==> src/rtl/ram_arb_pkg.sv <==
// Shared types and constants for the RAM_B two-master arbiter.
// Holds the FSM state encoding, the requester indices and the latency counter setup.
package ram_arb_pkg;

  typedef enum logic [1:0] {
    IDLE   = 2'd0,
    ACCESS = 2'd1,
    WAIT   = 2'd2,
    DONE   = 2'd3
  } arb_state_t;

  localparam logic REQ_CPU = 1'b0;
  localparam logic REQ_AUX = 1'b1;

  // Wide enough for the largest supported read latency (3).
  localparam int CNT_W = 2;

  // The counter is loaded with RAM_LAT-1 so that the WAIT state lasts exactly RAM_LAT cycles.
  function automatic logic [CNT_W-1:0] lat_init(input int lat);
    return CNT_W'(lat - 1);
  endfunction

endpackage

==> src/rtl/ram_arb_rr2.sv <==
// Combinational two-way round-robin pick.
// A lone request always wins; a tie goes to the requester indexed by prio.
module ram_arb_rr2
  import ram_arb_pkg::*;
(
  input  logic req0,
  input  logic req1,
  input  logic prio,
  output logic sel,
  output logic any
);

  always_comb begin
    any = req0 | req1;
    if (req0 && req1) begin
      sel = prio;
    end else if (req1) begin
      sel = REQ_AUX;
    end else begin
      sel = REQ_CPU;
    end
  end

endmodule

==> src/rtl/ram_arbiter.sv <==
// Shares the single-port RAM_B block RAM between the CPU port and a secondary master.
// The req/gnt/done handshake has a fixed latency: gnt at t+1, done at t+2+RAM_LAT.
module ram_arbiter
  import ram_arb_pkg::*;
#(
  parameter int AW      = 10,
  parameter int DW      = 32,
  parameter int RAM_LAT = 1
) (
  input  logic          clk,
  input  logic          RSTN,
  input  logic          req0,
  input  logic          we0,
  input  logic [AW-1:0] addr0,
  input  logic [DW-1:0] wdata0,
  output logic          gnt0,
  output logic          done0,
  input  logic          req1,
  input  logic          we1,
  input  logic [AW-1:0] addr1,
  input  logic [DW-1:0] wdata1,
  output logic          gnt1,
  output logic          done1,
  output logic [DW-1:0] rdata,
  output logic [AW-1:0] ram_addr,
  output logic          ram_we,
  output logic [DW-1:0] ram_din,
  input  logic [DW-1:0] ram_dout,
  output logic          busy
);

  localparam logic [CNT_W-1:0] CNT_INIT = lat_init(RAM_LAT);

  arb_state_t       state_reg;
  logic             prio_reg;
  logic             owner_reg;
  logic             is_read_reg;
  logic [CNT_W-1:0] cnt_reg;
  logic             gnt0_reg;
  logic             gnt1_reg;
  logic             done0_reg;
  logic             done1_reg;
  logic             busy_reg;
  logic             ram_we_reg;
  logic [AW-1:0]    ram_addr_reg;
  logic [DW-1:0]    ram_din_reg;
  logic [DW-1:0]    rdata_reg;

  logic             sel;
  logic             any;
  logic             sel_we;
  logic [AW-1:0]    sel_addr;
  logic [DW-1:0]    sel_wdata;

  ram_arb_rr2 u_rr2 (
    .req0 (req0),
    .req1 (req1),
    .prio (prio_reg),
    .sel  (sel),
    .any  (any)
  );

  assign sel_we    = (sel == REQ_AUX) ? we1    : we0;
  assign sel_addr  = (sel == REQ_AUX) ? addr1  : addr0;
  assign sel_wdata = (sel == REQ_AUX) ? wdata1 : wdata0;

  always_ff @(posedge clk) begin
    if (!RSTN) begin
      state_reg    <= IDLE;
      prio_reg     <= REQ_CPU;
      owner_reg    <= REQ_CPU;
      is_read_reg  <= 1'b0;
      cnt_reg      <= '0;
      gnt0_reg     <= 1'b0;
      gnt1_reg     <= 1'b0;
      done0_reg    <= 1'b0;
      done1_reg    <= 1'b0;
      busy_reg     <= 1'b0;
      ram_we_reg   <= 1'b0;
      ram_addr_reg <= '0;
      ram_din_reg  <= '0;
      rdata_reg    <= '0;
    end else begin
      gnt0_reg  <= 1'b0;
      gnt1_reg  <= 1'b0;
      done0_reg <= 1'b0;
      done1_reg <= 1'b0;
      case (state_reg)
        // DONE arbitrates exactly like IDLE so back-to-back grants lose no cycle.
        IDLE, DONE: begin
          if (any) begin
            state_reg    <= ACCESS;
            owner_reg    <= sel;
            is_read_reg  <= ~sel_we;
            ram_addr_reg <= sel_addr;
            ram_din_reg  <= sel_wdata;
            ram_we_reg   <= sel_we;
            gnt0_reg     <= (sel == REQ_CPU);
            gnt1_reg     <= (sel == REQ_AUX);
            busy_reg     <= 1'b1;
          end else begin
            state_reg <= IDLE;
            busy_reg  <= 1'b0;
          end
        end
        ACCESS: begin
          // RAM has sampled the command; drop the strobe so a write is one cycle wide.
          ram_we_reg <= 1'b0;
          prio_reg   <= ~owner_reg;
          cnt_reg    <= CNT_INIT;
          state_reg  <= WAIT;
          busy_reg   <= 1'b1;
        end
        WAIT: begin
          busy_reg <= 1'b1;
          if (cnt_reg == '0) begin
            if (is_read_reg) begin
              rdata_reg <= ram_dout;
            end
            done0_reg <= (owner_reg == REQ_CPU);
            done1_reg <= (owner_reg == REQ_AUX);
            state_reg <= DONE;
          end else begin
            cnt_reg <= cnt_reg - 1'b1;
          end
        end
      endcase
    end
  end

  assign gnt0     = gnt0_reg;
  assign gnt1     = gnt1_reg;
  assign done0    = done0_reg;
  assign done1    = done1_reg;
  assign busy     = busy_reg;
  assign ram_we   = ram_we_reg;
  assign ram_addr = ram_addr_reg;
  assign ram_din  = ram_din_reg;
  assign rdata    = rdata_reg;

endmodule

==> config.mk <==
export PLATFORM = sky130hd
export DESIGN_NAME = ram_arbiter
export DESIGN_NICKNAME = d
export VERILOG_FILES = /design/src/rtl/ram_arb_pkg.sv /design/src/rtl/ram_arb_rr2.sv /design/src/rtl/ram_arbiter.sv
export SDC_FILE = /design/constraint.sdc
export NUM_CORES = 1
export LEC_CHECK = 0
export ABC_AREA = 1
export BUFFER_PORTS_ARGS = -buffer_cell sky130_fd_sc_hd__buf_2
export CAP_MARGIN = 20
export CORE_ASPECT_RATIO = 1.1
export CORE_MARGIN = 2
export CORE_UTILIZATION = 30
export CTS_CLUSTER_DIAMETER = 120
export DETAILED_ROUTE_END_ITERATION = 12
export GPL_ROUTABILITY_DRIVEN = 0
export PLACE_DENSITY = 0.55
export SYNTH_ARGS = -nofsm -noshare
export SYNTH_HDL_FRONTEND = slang
export SYNTH_SLANG_ARGS = --single-unit
==> constraint.sdc <==
create_clock -name clk -period 1.7 [get_ports clk]
set_input_delay 0.255 -clock clk [delete_from_list [all_inputs] [get_ports clk]]
set_output_delay 0.255 -clock clk [all_outputs]
set_load 0.02 [all_outputs]
==> flow_summary.yaml, run 1 <==
routing:
  drc: 0
  drt-wirelength-per-cell_um: 11.3
  drt_iter0_drc: 174
  ant_nets: 0
  vias: 3935
  drt_wl_total_um: 10300
  via_per_inst: 4.29
  first_pass_iters: 4
sta:
  fin_ws_ps: 145
  tightest_slew_ps: 331
  setup_violations: 0
  whs_ps: 200
  rsz0062_at_grt: "no"
  min_period_ps: 1560
  finalCritPeriodShare_pct: 91.5
  maxSlewViolCount: 0
  clock-skew-final_ps: 4.50
  relSlewSlack_pct: 77.9
  fin_tns_setup_ps: 0
  hold_viol_final: 0
  max_freq_ghz: 0.643
yosys:
  ys_seq_area_share_pct: 44.8
  yosysUniqueCellTypes: 23
  syn_inst: 566
  synthSimpleGateAreaFrac_pct: 25.2
  synth_warnings: 0
  synth_compound_area_share_pct: 15.4
  synth_top_area_share_pct: 44.8
  synth_top_area_cell: "dfxtp_1"
  synthXorXnorAreaFrac_pct: 0
  synthMuxAreaShare_pct: 0
  synth_nets: 691
  synthAdderAreaFrac_pct: 0.965
  synth_area_um2: 3890
  synth_area_per_cell_um2: 6.87
  synth_top_family_by_area: "simple AND/OR/NAND/NOR gates"
  synth.area.top_cells: "dfxtp_1 45%, nor2_1 11%, o21ai_0 9.6%, nand2_1 8.8%, inv_1 8.1%"
  postSynthRegisterBits: 87
cts:
  clock_latency_ps: 340
  cts_tree: "yes"
  path_clk_slew_ps: 60
  post_cts_resized: 0
  root_buffer: "clkbuf_16"
  postCtsSetupRepairBufs: 0
  clkSinkCount: 87
  cts_made_buffers: 9
  htree_levels: 3
  hold_buffers: 0
  clockBufferDepth: 2
worst_setup_path:
  cp_max_fo: 32
  slowest_delay_ps: 340
  crit_path_end_kind: "flip-flop"
  worst_path_max_delay_cell: "dfxtp_1"
  start_kind: "flip-flop"
  crit_chain: "inv_1, ha_1, inv_2, nor2_4, clkbuf_16, nand2_1, nor2_1, nor2_1"
  crit_arrival_ps: 1790
  crit_top_cell: "nor2_1"
  cp_data_required_time_ps: 1930
  critical_path_class: "reg -> reg"
final_layout:
  finalNonFillerCells: 917
  syn2layout_area_growth_pct: 36.7
  num_antenna_cells: 0
  multi_input_area_um2: 1620
  fin_nets: 880
  final_cell_mix: "201 x buf_2, 111 x nor2_1, 91 x nand2_1"
  final_common_cell: "buf_2"
  postLayoutCellArea_um2: 5320
  seqCellArea_um2: 1740
  fillers: 1337
  drive_above_1_share_pct: 33.4
placement:
  post_dp_cell_area_um2: 5000
  hpwl_um: 7420
  io_buffers: 201
  dpl_worst_slack_ps: 123
  dp_cells: 900
status:
  status: "finished clean"
global_route:
  grt_max_degree: 71
  grt_pass1_vias: 3609
  overflow: 0
  grtUsageTotal_pct: 14.6
  antenna_found_initial: 0
  grt_pass1_wl_um: 16400
pwr:
  leakage_nw: 2.76
  power_per_cell_area_nw_per_um2: 1530
  vdd_drop_max_uv: 622
hold_path:
  worst_hold_path_type: "in -> reg"
floorplan:
  dieArea_um2: 13900
  io_pins: 202
  core-area_um2: 12600
  num_rows: 43
  initial_core_util_pct: 30.8
  die_w_um: 113
  fp.dieH_um: 123
job:
  drv_cap: 0
==> critical path: cells and delay by family, from the launching register on <==
family,cells,cell delay (ps)
fa+ha+maj,1,320
simple gates,4,380
flops,1,340
buf+inv,3,390
==> cells by family (layout without fill, tap and decap cells) <==
group	Yosys count	in the layout
buffers and inverters	120	314
and+or+nand+nor	237	237
AOI/OAI and AO/OA	119	119
DFF	87	87
adders and majority gates	3	3
==> area by class of cell <==
class                           count  area share (%)
Sequential cell                    87            32.8
Multi-Input combinational cell    359            30.4
Timing Repair Buffer              210            21.5
Inverter                           88            6.21
Clock buffer                       13            4.71
Tap cell                          157            3.69
Clock inverter                      3           0.800
==> synthesized netlist by cell type (all sizes together) <==
cell type / n
inv: 88
a21oi: 41
clkbuf: 16
nor2: 135
or2: 1
buf: 16
nand3b: 1
dfxtp: 87
nand2: 92
o21ai: 78
ha: 3
nor3: 3
nand3: 5
==> final timing paths <==
| check | startpoint | endpoint | slack, ps | depth (start not counted) |
|---|---|---|---|---|
| max | state_reg[0]$_SDFFE_PN0P_ | ram_din[22]$_SDFFE_PN0P_ | 140 | 8 |
| min | ram_dout[24] | rdata[24]$_SDFFE_PN0P_ | 200 | 3 |
| max reg2reg | state_reg[0]$_SDFFE_PN0P_ | ram_din[22]$_SDFFE_PN0P_ | 140 | 8 |
| min reg2reg | rdata[21]$_SDFFE_PN0P_ | rdata[21]$_SDFFE_PN0P_ | 440 | 2 |
==> stage by stage <==
stage | power (mW) | util, %
after floorplan | 5.18 | -
after global placement | 6.07 | 39.5
after detailed placement | 6.14 | 39.5
after CTS | 8.13 | 41.9
after global routing | 8.74 | 42.1
final | 8.13 | 42.1
==> report_power, final <==
part	internal, mW	leakage, nW	switching, mW	total [mW]
Combinational	1.18	1.90	2.13	3.31
Clock	1.18	0.140	0.773	1.95
Sequential	2.60	0.715	0.273	2.88
==> metal layers <==
layer,up-vias,track usage [%],share of wire [%]
met3,16,5.05,9.5
met2,157,22.1,43
met4,0,7.77,2.6
met5,-,0,0
met1,1664,18.4,45
li1,2098,-,-
Note: power is estimated with default switching activity, not from simulation.
==> inputs of run 2 (changes only) <==
- CTS_BUF_LIST: not set -> sky130_fd_sc_hd__clkbuf_16
- SLEW_MARGIN: not set -> 20
==> flow_summary.yaml, run 2 (synthesis gave the netlist of run 1 again) <==
sta:
  maxSlewViolCount: 0
  fin_tns_setup_ps: 0
  min_period_ps: 1560
  clock-skew-final_ps: 5.61
  finalCritPeriodShare_pct: 91.8
  hold_viol_final: 0
  relSlewSlack_pct: 77.9
  setup_violations: 0
  rsz0062_at_grt: "no"
  max_freq_ghz: 0.641
  fin_ws_ps: 140
  tightest_slew_ps: 332
  whs_ps: 197
pwr:
  vdd_drop_max_uv: 622
  leakage_nw: 2.76
  p_int_mw: 4.89
  p_comb_share_pct: 41.0
  netSwitchingFraction_pct: 39.4
  power_per_cell_area_nw_per_um2: 1520
  total_power_mw: 8.08
  clkPwrFrac_pct: 23.4
  p_seq_share_pct: 35.6
  p_switching_mw: 3.18
global_route:
  grtUsageTotal_pct: 14.7
  grt_pass1_wl_um: 16400
  overflow: 0
  antenna_found_initial: 0
  grt_max_degree: 71
  grt_pass1_vias: 3610
worst_setup_path:
  worstRegToRegCells: 8
  crit_arrival_ps: 1790
  start_kind: "flip-flop"
  cp_max_fo: 32
  rr_startpoint: "state_reg[0]$_SDFFE_PN0P_"
  r2r_setup_slack_ps: 140
  r2r-end: "ram_din[19]$_SDFFE_PN0P_"
  critical_path_class: "reg -> reg"
  cp_data_required_time_ps: 1930
  crit_path_end_kind: "flip-flop"
routing:
  vias: 3929
  drt_iter0_drc: 163
  drt-wirelength-per-cell_um: 11.3
  via_per_inst: 4.28
  drc: 0
  first_pass_iters: 4
  ant_nets: 0
  drt_wl_total_um: 10400
final_layout:
  finalNonFillerCells: 917
  final_common_cell: "buf_2"
  num_antenna_cells: 0
  drive_above_1_share_pct: 33.3
  multi_input_area_um2: 1620
  fillers: 1336
  seqCellArea_um2: 1740
  syn2layout_area_growth_pct: 36.4
  final_cell_mix: "201 x buf_2, 111 x nor2_1, 91 x nand2_1"
  fin_nets: 880
hold_path:
  worstHoldStart: "ram_dout[24]"
  whs_path_depth: 3
  worst_hold_path_type: "in -> reg"
  min_to: "rdata[24]$_SDFFE_PN0P_"
cts:
  htree_levels: 3
  clock_latency_ps: 340
  cts_tree: "yes"
  cts_made_buffers: 9
  root_buffer: "clkbuf_16"
  post_cts_resized: 0
  clockBufferDepth: 2
  hold_buffers: 0
  path_clk_slew_ps: 60
  clkSinkCount: 87
  postCtsSetupRepairBufs: 0
floorplan:
  initial_core_util_pct: 30.8
  dieArea_um2: 13900
  io_pins: 202
  fp.dieH_um: 123
  num_rows: 43
  core-area_um2: 12600
  die_w_um: 113
placement:
  dp_cells: 900
  hpwl_um: 7420
  io_buffers: 201
  dpl_worst_slack_ps: 123
status:
  status: "finished clean"
job:
  drv_cap: 0
-- run 2: metrics by stage --
stage                     utilization [%]  cell area (um2)
after CTS                            41.8             5280
after global placement               39.5             5000
after floorplan                         -             3890
after global routing                 42.0             5310
final                                42.0             5310
after detailed placement             39.5             5000
-- run 2: final cells by class --
class | instances | area share, %
Timing Repair Buffer | 210 | 21.5
Clock buffer | 9 | 4.24
Sequential cell | 87 | 32.8
Inverter | 88 | 6.22
Clock inverter | 7 | 1.08
Tap cell | 157 | 3.70
Multi-Input combinational cell | 359 | 30.4
-- run 2: power by group through the flow --
stage               logic, mW  clock network (mW)  registers (mW)
finish                   3.31                1.89            2.87
global route             3.69                2.05            2.94
CTS                      3.22                1.97            2.88
detailed placement       3.22                   0            2.91
global placement         3.17                   0            2.89
floorplan                1.66                   0            3.52
-- run 2: worst max path at each step --
| stage | start | endpoint | slack [ps] | cells after the start |
|---|---|---|---|---|
| floorplan | state_reg[0]$_SDFFE_PN0P_ | ram_din[27]$_SDFFE_PN0P_ | 260 | 9 |
| global placement | state_reg[0]$_SDFFE_PN0P_ | ram_din[24]$_SDFFE_PN0P_ | 190 | 8 |
| detailed placement | state_reg[0]$_SDFFE_PN0P_ | ram_addr[3]$_SDFFE_PN0P_ | 120 | 8 |
| CTS | state_reg[0]$_SDFFE_PN0P_ | ram_addr[3]$_SDFFE_PN0P_ | 110 | 8 |
| global route | state_reg[0]$_SDFFE_PN0P_ | ram_din[2]$_SDFFE_PN0P_ | 10 | 8 |
| finish | state_reg[0]$_SDFFE_PN0P_ | ram_din[19]$_SDFFE_PN0P_ | 140 | 8 |
-- run 2: critical path: stages (launching register included) --
cell     delay (ps)
dfxtp_1         340
inv_1            50
ha_1            320
inv_2            80
nor2_4          190
buf_12          220
nand2_1          90
nor2_1          100
nor2_1           50
-- run 2: routing by layer --
metal / track usage (%) / wire, um / vias up
met5: 0 / 0 / -
met4: 8.00 / 262 / 0
met3: 5.05 / 1000 / 15
met2: 22.0 / 4440 / 159
met1: 18.5 / 4680 / 1658
li1: - / - / 2097
==> inputs of run 3 (changes only) <==
- GPL_TIMING_DRIVEN: not set -> 0
==> flow_summary.yaml, run 3 (synthesis gave the netlist of run 1 again) <==
pwr:
  vdd_drop_max_uv: 614
  power_per_cell_area_nw_per_um2: 1520
  leakage_nw: 2.80
  total_power_mw: 8.22
job:
  drv_cap: 0
cts:
  cts_made_buffers: 9
  clockBufferDepth: 2
  path_clk_slew_ps: 60
  root_buffer: "clkbuf_16"
  htree_levels: 3
  cts_tree: "yes"
  clkSinkCount: 87
  clock_latency_ps: 340
routing:
  first_pass_iters: 4
  drc: 0
  vias: 4111
  drt_wl_total_um: 11300
  via_per_inst: 4.36
  drt-wirelength-per-cell_um: 12.0
  drt_iter0_drc: 150
  ant_nets: 0
sta:
  setup_violations: 0
  finalCritPeriodShare_pct: 90.3
  fin_tns_setup_ps: 0
  whs_ps: 190
  relSlewSlack_pct: 70.1
  maxSlewViolCount: 0
  clock-skew-final_ps: 6.09
  tightest_slew_ps: 448
  rsz0062_at_grt: "no"
  hold_viol_final: 0
  max_freq_ghz: 0.651
  min_period_ps: 1540
  fin_ws_ps: 164
placement:
  io_buffers: 200
  hpwl_um: 8790
  dpl_worst_slack_ps: -21.1
global_route:
  grt_pass1_wl_um: 18100
  overflow: 0
  grt_max_degree: 16
  grtUsageTotal_pct: 16.4
  grt_pass1_vias: 3985
  antenna_found_initial: 0
final_layout:
  final_cell_mix: "206 x buf_2, 109 x nor2_1, 91 x nand2_1"
  final_common_cell: "buf_2"
  num_antenna_cells: 0
  drive_above_1_share_pct: 34.6
  fin_nets: 905
  syn2layout_area_growth_pct: 39.2
worst_setup_path:
  critical_path_class: "reg -> reg"
  worstPathBufferInverterCount: 4
  cp_data_required_time_ps: 1940
  cp_top_family: "buffers and inverters"
  cp_max_fo: 10
  crit_arrival_ps: 1770
  worst_path_max_delay_cell: "dfxtp_1"
  crit_chain: "inv_1, ha_4, inv_2, nor2_4, buf_8, buf_6, nand2_1, nor2_2, nor2_1"
  start_kind: "flip-flop"
  r2r_setup_slack_ps: 160
  slowest_delay_ps: 350
  crit_path_end_kind: "flip-flop"
status:
  status: "finished clean"
floorplan:
  die_w_um: 113
  initial_core_util_pct: 30.8
  core-area_um2: 12600
  fp.dieH_um: 123
  io_pins: 202
  num_rows: 43
  dieArea_um2: 13900
hold_path:
  worst_hold_path_type: "in -> reg"
run 3: changes by cell type in the layout (fill, tap and decap cells not counted), moves of 3 or more:
cell,change
buf_12,-4
buf_2,+5
buf_6,+7
clkbuf_1,+12
inv_1,-3
run 3: repair_timing:
action                                 CTS  global route
resized for setup                        0            14
setup endpoints to repair                2            32
pin swaps                                1             1
buffers inserted                         2             2
endpoints found under the hold margin    0             0
hold buffers                             0             0
run 3: final cells by class:
| class | count | area, um2 |
|---|---|---|
| Buffer | 31 | 209 |
| Clock buffer | 9 | 225 |
| Clock inverter | 7 | 48.8 |
| Fill cell | 1364 | 7230 |
| Inverter | 88 | 330 |
| Multi-Input combinational cell | 359 | 1630 |
| Sequential cell | 87 | 1740 |
| Tap cell | 157 | 196 |
| Timing Repair Buffer | 204 | 1030 |
run 3: tightest hold or removal path, cell delays in order:
cell and delay (ps):
buf_2 70, o21ai_0 70, a21oi_1 100
run 3: final timing paths:
check                       startpoint                       end  depth (start not counted)
max          state_reg[0]$_SDFFE_PN0P_  ram_addr[1]$_SDFFE_PN0P_                          9
min                       ram_dout[30]    rdata[30]$_SDFFE_PN0P_                          3
max reg2reg  state_reg[0]$_SDFFE_PN0P_  ram_addr[1]$_SDFFE_PN0P_                          9
min reg2reg     rdata[17]$_SDFFE_PN0P_    rdata[17]$_SDFFE_PN0P_                          2
run 3: metrics by stage:
stage	cells	instance area (um2)	utilization [%]
2_1_floorplan	566	3890	-
3_3_place_gp	923	5090	40.2
3_5_place_dp	923	5090	40.2
4_1_cts	941	5380	42.5
5_1_grt	942	5420	42.8
6_report	942	5420	42.8
run 3: power by group:
| part | total (mW) | internal (mW) | switching [mW] |
|---|---|---|---|
| Combinational | 3.51 | 1.32 | 2.19 |
| Sequential | 2.87 | 2.60 | 0.264 |
| Clock | 1.84 | 0.990 | 0.848 |
run 3: layer usage:
layer	GRT usage [%]	up-vias	part of all wire [%]
li1	-	2154	-
met1	18.4	1764	41
met2	27.1	173	45
met3	6.76	20	11
met4	7.85	0	2.5
met5	0	-	0
